### config.mk
export PLATFORM = sky130hd
export DESIGN_NAME = mdu_wb_arbiter
export DESIGN_NICKNAME = d
export VERILOG_FILES = /design/src/rtl/mdu_wb_arbiter.sv
export SDC_FILE = /design/constraint.sdc
export NUM_CORES = 1
export LEC_CHECK = 0
export CORE_MARGIN = 5
export CORE_UTILIZATION = 46
export DETAILED_ROUTE_END_ITERATION = 8
export HOLD_SLACK_MARGIN = 0.02
export PLACE_DENSITY_LB_ADDON = 0.25
export SLEW_MARGIN = 15
export SYNTH_ARGS = -nofsm -noshare
export SYNTH_HDL_FRONTEND = slang
export SYNTH_SLANG_ARGS = --single-unit
### constraint.sdc
create_clock -name clk -period 2.92 [get_ports clk]
set_input_delay 0.292 -clock clk [delete_from_list [all_inputs] [get_ports clk]]
set_output_delay 0.292 -clock clk [all_outputs]
set_load 0.02 [all_outputs]
### src/rtl/mdu_wb_arbiter.sv
// mdu_wb_arbiter
//   Writeback arbiter for the multiply/divide unit. Merges in-order pipeline
//   writebacks, pipelined multiplier results and iterative divider results
//   onto the single register-file write port. Out-of-order MDU results are
//   buffered (MUL FIFO, 1-entry DIV holding register). A scoreboard tracks
//   destinations of issued MDU ops. Issue is stalled on RAW/WAW hazards
//   against that scoreboard and on MDU capacity.
//
// Ports
//   clk, rst             clock, asynchronous active-low reset
//   wb_valid_i/rd/data   pipeline writeback (never back-pressured)
//   mul_valid_i/rd/res   multiplier result pulse
//   div_valid_i/rd/res   divider result pulse, div_busy_i = divider iterating
//   issue_*              instruction at issue (valid, M-ext, DIV/REM, regs)
//   issue_stall_o        combinational issue hold
//   rf_we_o/rd/wdata     registered register-file write port
//   pending_o            scoreboard vector, bit 0 always 0
module mdu_wb_arbiter #(
    parameter int unsigned XLEN          = 32,
    parameter int unsigned MUL_BUF_DEPTH = 2
) (
    input  logic            clk,
    input  logic            rst,
    input  logic            wb_valid_i,
    input  logic [4:0]      wb_rd_i,
    input  logic [XLEN-1:0] wb_data_i,
    input  logic            mul_valid_i,
    input  logic [4:0]      mul_rd_i,
    input  logic [XLEN-1:0] mul_res_i,
    input  logic            div_valid_i,
    input  logic [4:0]      div_rd_i,
    input  logic [XLEN-1:0] div_res_i,
    input  logic            div_busy_i,
    input  logic            issue_valid_i,
    input  logic            issue_mdu_i,
    input  logic            issue_is_div_i,
    input  logic [4:0]      issue_rs1_i,
    input  logic [4:0]      issue_rs2_i,
    input  logic [4:0]      issue_rd_i,
    output logic            issue_stall_o,
    output logic            rf_we_o,
    output logic [4:0]      rf_rd_o,
    output logic [XLEN-1:0] rf_wdata_o,
    output logic [31:0]     pending_o
);

    localparam int unsigned PTR_W = (MUL_BUF_DEPTH > 1) ? $clog2(MUL_BUF_DEPTH) : 1;
    localparam int unsigned CNT_W = $clog2(MUL_BUF_DEPTH + 1);
    localparam logic [CNT_W-1:0] MUL_CAP  = CNT_W'(MUL_BUF_DEPTH);
    localparam logic [PTR_W-1:0] PTR_LAST = PTR_W'(MUL_BUF_DEPTH - 1);

    typedef enum logic [1:0] {
        SRC_NONE,
        SRC_WB,
        SRC_DIV,
        SRC_MUL
    } src_e;

    // MUL result FIFO
    logic [4:0]       mq_rd   [MUL_BUF_DEPTH];
    logic [XLEN-1:0]  mq_data [MUL_BUF_DEPTH];
    logic [PTR_W-1:0] mq_rd_ptr, mq_wr_ptr;
    logic [CNT_W-1:0] mq_count;
    logic             mq_empty, mq_full, mq_push, mq_pop;

    // DIV holding register
    logic             div_full;
    logic [4:0]       div_rd_q;
    logic [XLEN-1:0]  div_data_q;
    logic             div_load, div_clear;

    // Outstanding counters and scoreboard
    logic [CNT_W-1:0] mul_out, mul_out_n, mul_dec;
    logic             div_out, div_out_n;
    logic [31:0]      pending_q, pending_n;

    logic             mul_arrive, mul_discard, div_arrive, div_discard;
    logic             mul_cand, div_cand;
    logic [4:0]       mul_cand_rd, div_cand_rd;
    logic [XLEN-1:0]  mul_cand_data, div_cand_data;
    src_e             grant;
    logic [4:0]       grant_rd;
    logic [XLEN-1:0]  grant_data;
    logic             mul_grant, div_grant;
    logic             is_mul_op, is_div_op, issue_fire;
    logic             raw_hit, waw_hit, mul_cap_hit, div_cap_hit;

    assign mq_empty    = (mq_count == '0);
    assign mq_full     = (mq_count == MUL_CAP);
    assign mul_arrive  = mul_valid_i && (mul_rd_i != '0);
    assign mul_discard = mul_valid_i && (mul_rd_i == '0);
    assign div_arrive  = div_valid_i && (div_rd_i != '0);
    assign div_discard = div_valid_i && (div_rd_i == '0);

    // An empty buffer exposes the incoming result directly (bypass).
    assign mul_cand      = !mq_empty || mul_arrive;
    assign mul_cand_rd   = mq_empty ? mul_rd_i  : mq_rd[mq_rd_ptr];
    assign mul_cand_data = mq_empty ? mul_res_i : mq_data[mq_rd_ptr];
    assign div_cand      = div_full || div_arrive;
    assign div_cand_rd   = div_full ? div_rd_q   : div_rd_i;
    assign div_cand_data = div_full ? div_data_q : div_res_i;

    always_comb begin
        grant      = SRC_NONE;
        grant_rd   = '0;
        grant_data = '0;
        if (wb_valid_i && (wb_rd_i != '0)) begin
            grant      = SRC_WB;
            grant_rd   = wb_rd_i;
            grant_data = wb_data_i;
        end else if (div_cand) begin
            grant      = SRC_DIV;
            grant_rd   = div_cand_rd;
            grant_data = div_cand_data;
        end else if (mul_cand) begin
            grant      = SRC_MUL;
            grant_rd   = mul_cand_rd;
            grant_data = mul_cand_data;
        end
    end

    assign mul_grant = (grant == SRC_MUL);
    assign div_grant = (grant == SRC_DIV);

    // A bypassed result that wins the grant is never stored.
    assign mq_push   = mul_arrive && !(mq_empty && mul_grant);
    assign mq_pop    = mul_grant && !mq_empty;
    assign div_load  = div_arrive && (div_full || !div_grant);
    assign div_clear = div_grant && div_full;

    // Hazard and capacity stall; pending_q[0] is held at 0 so x0 never hazards.
    assign is_mul_op   = issue_mdu_i && !issue_is_div_i;
    assign is_div_op   = issue_mdu_i && issue_is_div_i;
    assign raw_hit     = pending_q[issue_rs1_i] || pending_q[issue_rs2_i];
    assign waw_hit     = pending_q[issue_rd_i];
    assign mul_cap_hit = is_mul_op && (mul_out == MUL_CAP);
    assign div_cap_hit = is_div_op && (div_out || div_busy_i);
    assign issue_stall_o = issue_valid_i && (raw_hit || waw_hit || mul_cap_hit || div_cap_hit);
    assign issue_fire    = issue_valid_i && issue_mdu_i && !issue_stall_o;

    // A FIFO grant and a discarded rd=0 result can coincide: decrement by two.
    assign mul_dec   = CNT_W'(mul_grant) + CNT_W'(mul_discard);
    assign mul_out_n = mul_out + CNT_W'(issue_fire && is_mul_op) - mul_dec;
    assign div_out_n = (div_out && !(div_grant || div_discard)) || (issue_fire && is_div_op);

    // Clear applied before set so a same-cycle set wins.
    always_comb begin
        pending_n = pending_q;
        if (rf_we_o) begin
            pending_n[rf_rd_o] = 1'b0;
        end
        if (issue_fire && (issue_rd_i != '0)) begin
            pending_n[issue_rd_i] = 1'b1;
        end
        pending_n[0] = 1'b0;
    end

    always_ff @(posedge clk) begin
        if (mq_push) begin
            mq_rd[mq_wr_ptr]   <= mul_rd_i;
            mq_data[mq_wr_ptr] <= mul_res_i;
        end
    end

    always_ff @(posedge clk or negedge rst) begin
        if (!rst) begin
            mq_rd_ptr  <= '0;
            mq_wr_ptr  <= '0;
            mq_count   <= '0;
            div_full   <= 1'b0;
            div_rd_q   <= '0;
            div_data_q <= '0;
            mul_out    <= '0;
            div_out    <= 1'b0;
            pending_q  <= '0;
            rf_we_o    <= 1'b0;
            rf_rd_o    <= '0;
            rf_wdata_o <= '0;
        end else begin
            if (mq_push) begin
                mq_wr_ptr <= (mq_wr_ptr == PTR_LAST) ? '0 : mq_wr_ptr + 1'b1;
            end
            if (mq_pop) begin
                mq_rd_ptr <= (mq_rd_ptr == PTR_LAST) ? '0 : mq_rd_ptr + 1'b1;
            end
            mq_count <= mq_count + CNT_W'(mq_push) - CNT_W'(mq_pop);

            if (div_load) begin
                div_full   <= 1'b1;
                div_rd_q   <= div_rd_i;
                div_data_q <= div_res_i;
            end else if (div_clear) begin
                div_full <= 1'b0;
            end

            mul_out   <= mul_out_n;
            div_out   <= div_out_n;
            pending_q <= pending_n;

            rf_we_o <= (grant != SRC_NONE);
            if (grant != SRC_NONE) begin
                rf_rd_o    <= grant_rd;
                rf_wdata_o <= grant_data;
            end
        end
    end

    assign pending_o = pending_q;

    mq_no_overflow: assert property (@(posedge clk) disable iff (!rst)
        !(mq_push && mq_full && !mq_pop));
    div_no_overflow: assert property (@(posedge clk) disable iff (!rst)
        !(div_load && div_full && !div_clear));

endmodule

==> results of run 1 <==
## where the power goes
group	total (uW)	internal [uW]	switching (uW)
Combinational	4140	1970	2180
Sequential	3890	3440	453
Clock	2240	1150	1080
Total	10300	6560	3710
## placed cells by master, fill, tap and decap left out, types with 34 or more instances in the layout
| cell | count |
|---|---|
| clkdlybuf4s50_1 | 200 |
| dfrtp_1 | 104 |
| nor2_1 | 82 |
| a21oi_1 | 76 |
| edfxtp_1 | 74 |
| buf_4 | 73 |
| mux2i_1 | 55 |
| nand2_1 | 52 |
| nand3b_1 | 44 |
| mux2_2 | 39 |
| o21ai_0 | 34 |
## worst max-delay path, stage by stage (launching register included)
cell	delay (ns)
dfrtp_2	0.42
mux4_2	0.47
mux2_2	0.27
a32oi_1	0.19
o2111ai_1	0.12
or4_4	0.44
o21a_1	0.19
buf_2	0.16
## what timing repair did
action / in CTS / in global routing
hold buffers: 1 / 0
setup endpoints to repair: 2 / 2
gates resized for setup: 7 / 2
hold endpoints to repair: 41 / 0
pin swaps: 0 / 2
## registers in the layout (all words and copies together) (netlist names), 2 cells and up
register    count
div_rd_q        5
mq_data        64
rf_wdata_o     32
mq_rd          10
rf_rd_o         5
pending_o      31
mq_count        2
div_data_q     32
mul_out         2
## path summary, 6_finish.rpt
kind | to | slack [ns] | depth (start not counted)
worst max-delay path | issue_stall_o | -0.06 | 7
worst min-delay path | mq_rd_ptr$_DFFE_PN0P_ | 0.42 | 2
worst max register to register | mul_out[1]$_DFF_PN0_ | 0.09 | 10
worst min register to register | mul_out[1]$_DFF_PN0_ | 0.46 | 1
max in group asynchronous | mq_wr_ptr$_DFFE_PN0P_ | 1.67 | 3
min in group clk | mul_out[1]$_DFF_PN0_ | 0.46 | 1
## final cells by class
class | instances | area (sq um)
clock buffers | 19 | 443
multi-input cells | 582 | 4120
diodes | 1 | 2.50
well taps | 270 | 338
inverters | 9 | 33.8
fillers | 1632 | 7310
flip-flops and latches | 188 | 5090
clock inverters | 13 | 123
repair buffers | 283 | 2720
## cells in the mapped netlist, types with 9 or more instances
cell,instances
dfrtp_1,114
a221oi_1,33
mux2i_1,55
clkbuf_1,57
nor3_1,34
nor2_1,84
o31ai_1,32
inv_1,9
mux4_2,14
nand3b_1,44
edfxtp_1,74
mux2_2,39
o21ai_0,35
nand2_1,52
a21oi_1,76
## routing by layer
metal / global-route usage [%] / up-vias / routed length (microns)
met1: 32.1 / 3832 / 11700
met4: 6.02 / 2 / 380
met3: 7.18 / 34 / 2650
li1: - / 3653 / -
met2: 38.0 / 379 / 13300
met5: 0 / - / 11
## through the flow
| stage | total power [uW] | hold slack [ns] |
|---|---|---|
| 2_1_floorplan | 6080 | -0.00359 |
| 3_3_place_gp | 7940 | 0.343 |
| 3_5_place_dp | 8000 | 0.343 |
| 4_1_cts | 10300 | 0.422 |
| 5_1_grt | 10800 | 0.449 |
| 6_report | 10300 | 0.416 |
## logic make-up (layout without fill, tap and decap cells)
kind of cell    after synthesis  count (layout)  share of synthesized area, %
mux                         108             108                          13.9
other cells                   1               2                        0.0398
simple gates                258             258                          13.8
compound gates              204             204                          13.9
xor+xnor                      6               6                         0.558
fa+ha+maj                     5               5                         0.717
flops                       188             188                          53.9
buf+inv                      75             324                          3.29
==> results.md, run 1 <==
* Vias per inst at 5.79
* Final Hold Vio Count at 0
* Unrepaired setup endpoints after global routing: true
* EDFF count, synth at 74
* Synth Area per Inst at 11.1 sq um
* Final Cycle Share at 102%
* Main synth FF type: dfrtp_1
* Core footprint at 20200 sq um
* Post-synth top area share at 30.3%
* CTS root buf: clkbuf_16
* Net Count, Synth at 984
* Skew-Pair Late Insertion Delay at 0.43 ns
* Share of post-route cells with drive strength above 1 at 17.3%
* Mapped Area at 9420 sq um
* Vias at 7900
* Synth area leaders: dfrtp_1 (30%), edfxtp_1 (24%), mux2i_1 (5.8%)
* Failing checks: negative setup slack
* Total CTS buffers at 17
* Post-route worst setup slack at -0.0576 ns
* Worst slew margin at 46.2%
* DP Cell Count at 1329
* H-Tree Level Count at 4
* Final TNS setup at -0.0576 ns
* Status: complete, but fails checks
* Worst Clk Skew at 0.0127 ns
* CP startpoint: pending_o[23]$_DFF_PN0_
* Num rows at 52
* Final max-slew violation count at 0
* Die Wd at 153 microns
* Fmax at 336 MHz
* Min-delay worst type: in -> async
* Die Span Y at 153 microns
* Final Non-Filler Cells at 1365
* Ports at 206
* Util after Layout at 63.8%
* Top cell type by total area after synthesis: dfrtp_1
* Setup violators final at 1
* Synth-to-Final Area Change at 36.6%
* DIE AREA at 23400 sq um
* Worst-path maximum fanout at 2
* Pre-antenna DRT Iters at 5
* Clock Sinks at 188
* Period minus WS final at 2.98 ns
* Reg2Reg Launch Point: pending_o[23]$_DFF_PN0_
* Antenna violations before repair at 1
* GRT Util Overall at 23.8%
* Final net count at 1220
* Synth unique cells at 50
* Arrival @ worst endpoint at 2.69 ns
* Detail Route Antenna Nets at 0
* PortBufs at 204
* Detailed Route Iter0 Violations at 632
* Asr flop ratio synth at 60.6%
* Place WS at -0.573 ns
* Yosys warnings at 0
* First-pass GRT wire length at 44.9 mm
* Post-CTS Setup Repair Bufs at 0
* Area post-placement at 12200 sq um
* Largest net degree at the start of global routing at 78
* Routed wire length at 28.0 mm
* Number of synthesized register bits at 188
* Slew of the pin with the lowest slew margin at 0.807 ns
* WL/cell at 20.5 microns
* DP Wirelength at 19.7 mm
* Power Dens Cells at 799 nW/um^2
* Setup crit end kind: output pin
* Post-Syn Instances at 845
* Maximum VDD drop at 0.493 mV
* GR Overflow Total at 0
* Initial core utilization at 46.7%
* Maxcap violations at 0
* Clock Path Buffers at 2
* Critical path required time at 2.63 ns
* Sequential element share of the synthesized area at 53.9%
* CP Launch Type: register
* Design area at 12900 sq um
* RePlAce Congestion at 0.953
* Vias in the first global route at 8040
* TritonCTS clock tree: yes
* Clk slew on worst S/H paths at 0.07 ns
* Leak at 0.00498 uW
* Setup CP Type: reg -> out
* Remaining routing DRC violations at 0
Power figures use the tool's default switching activity.
==> run 2: changes to the inputs <==
Settings changed: CTS_CLUSTER_DIAMETER set to 200.
==> results of run 2 <==
The final DEF is identical to that of run 1; final timing and power are the same.
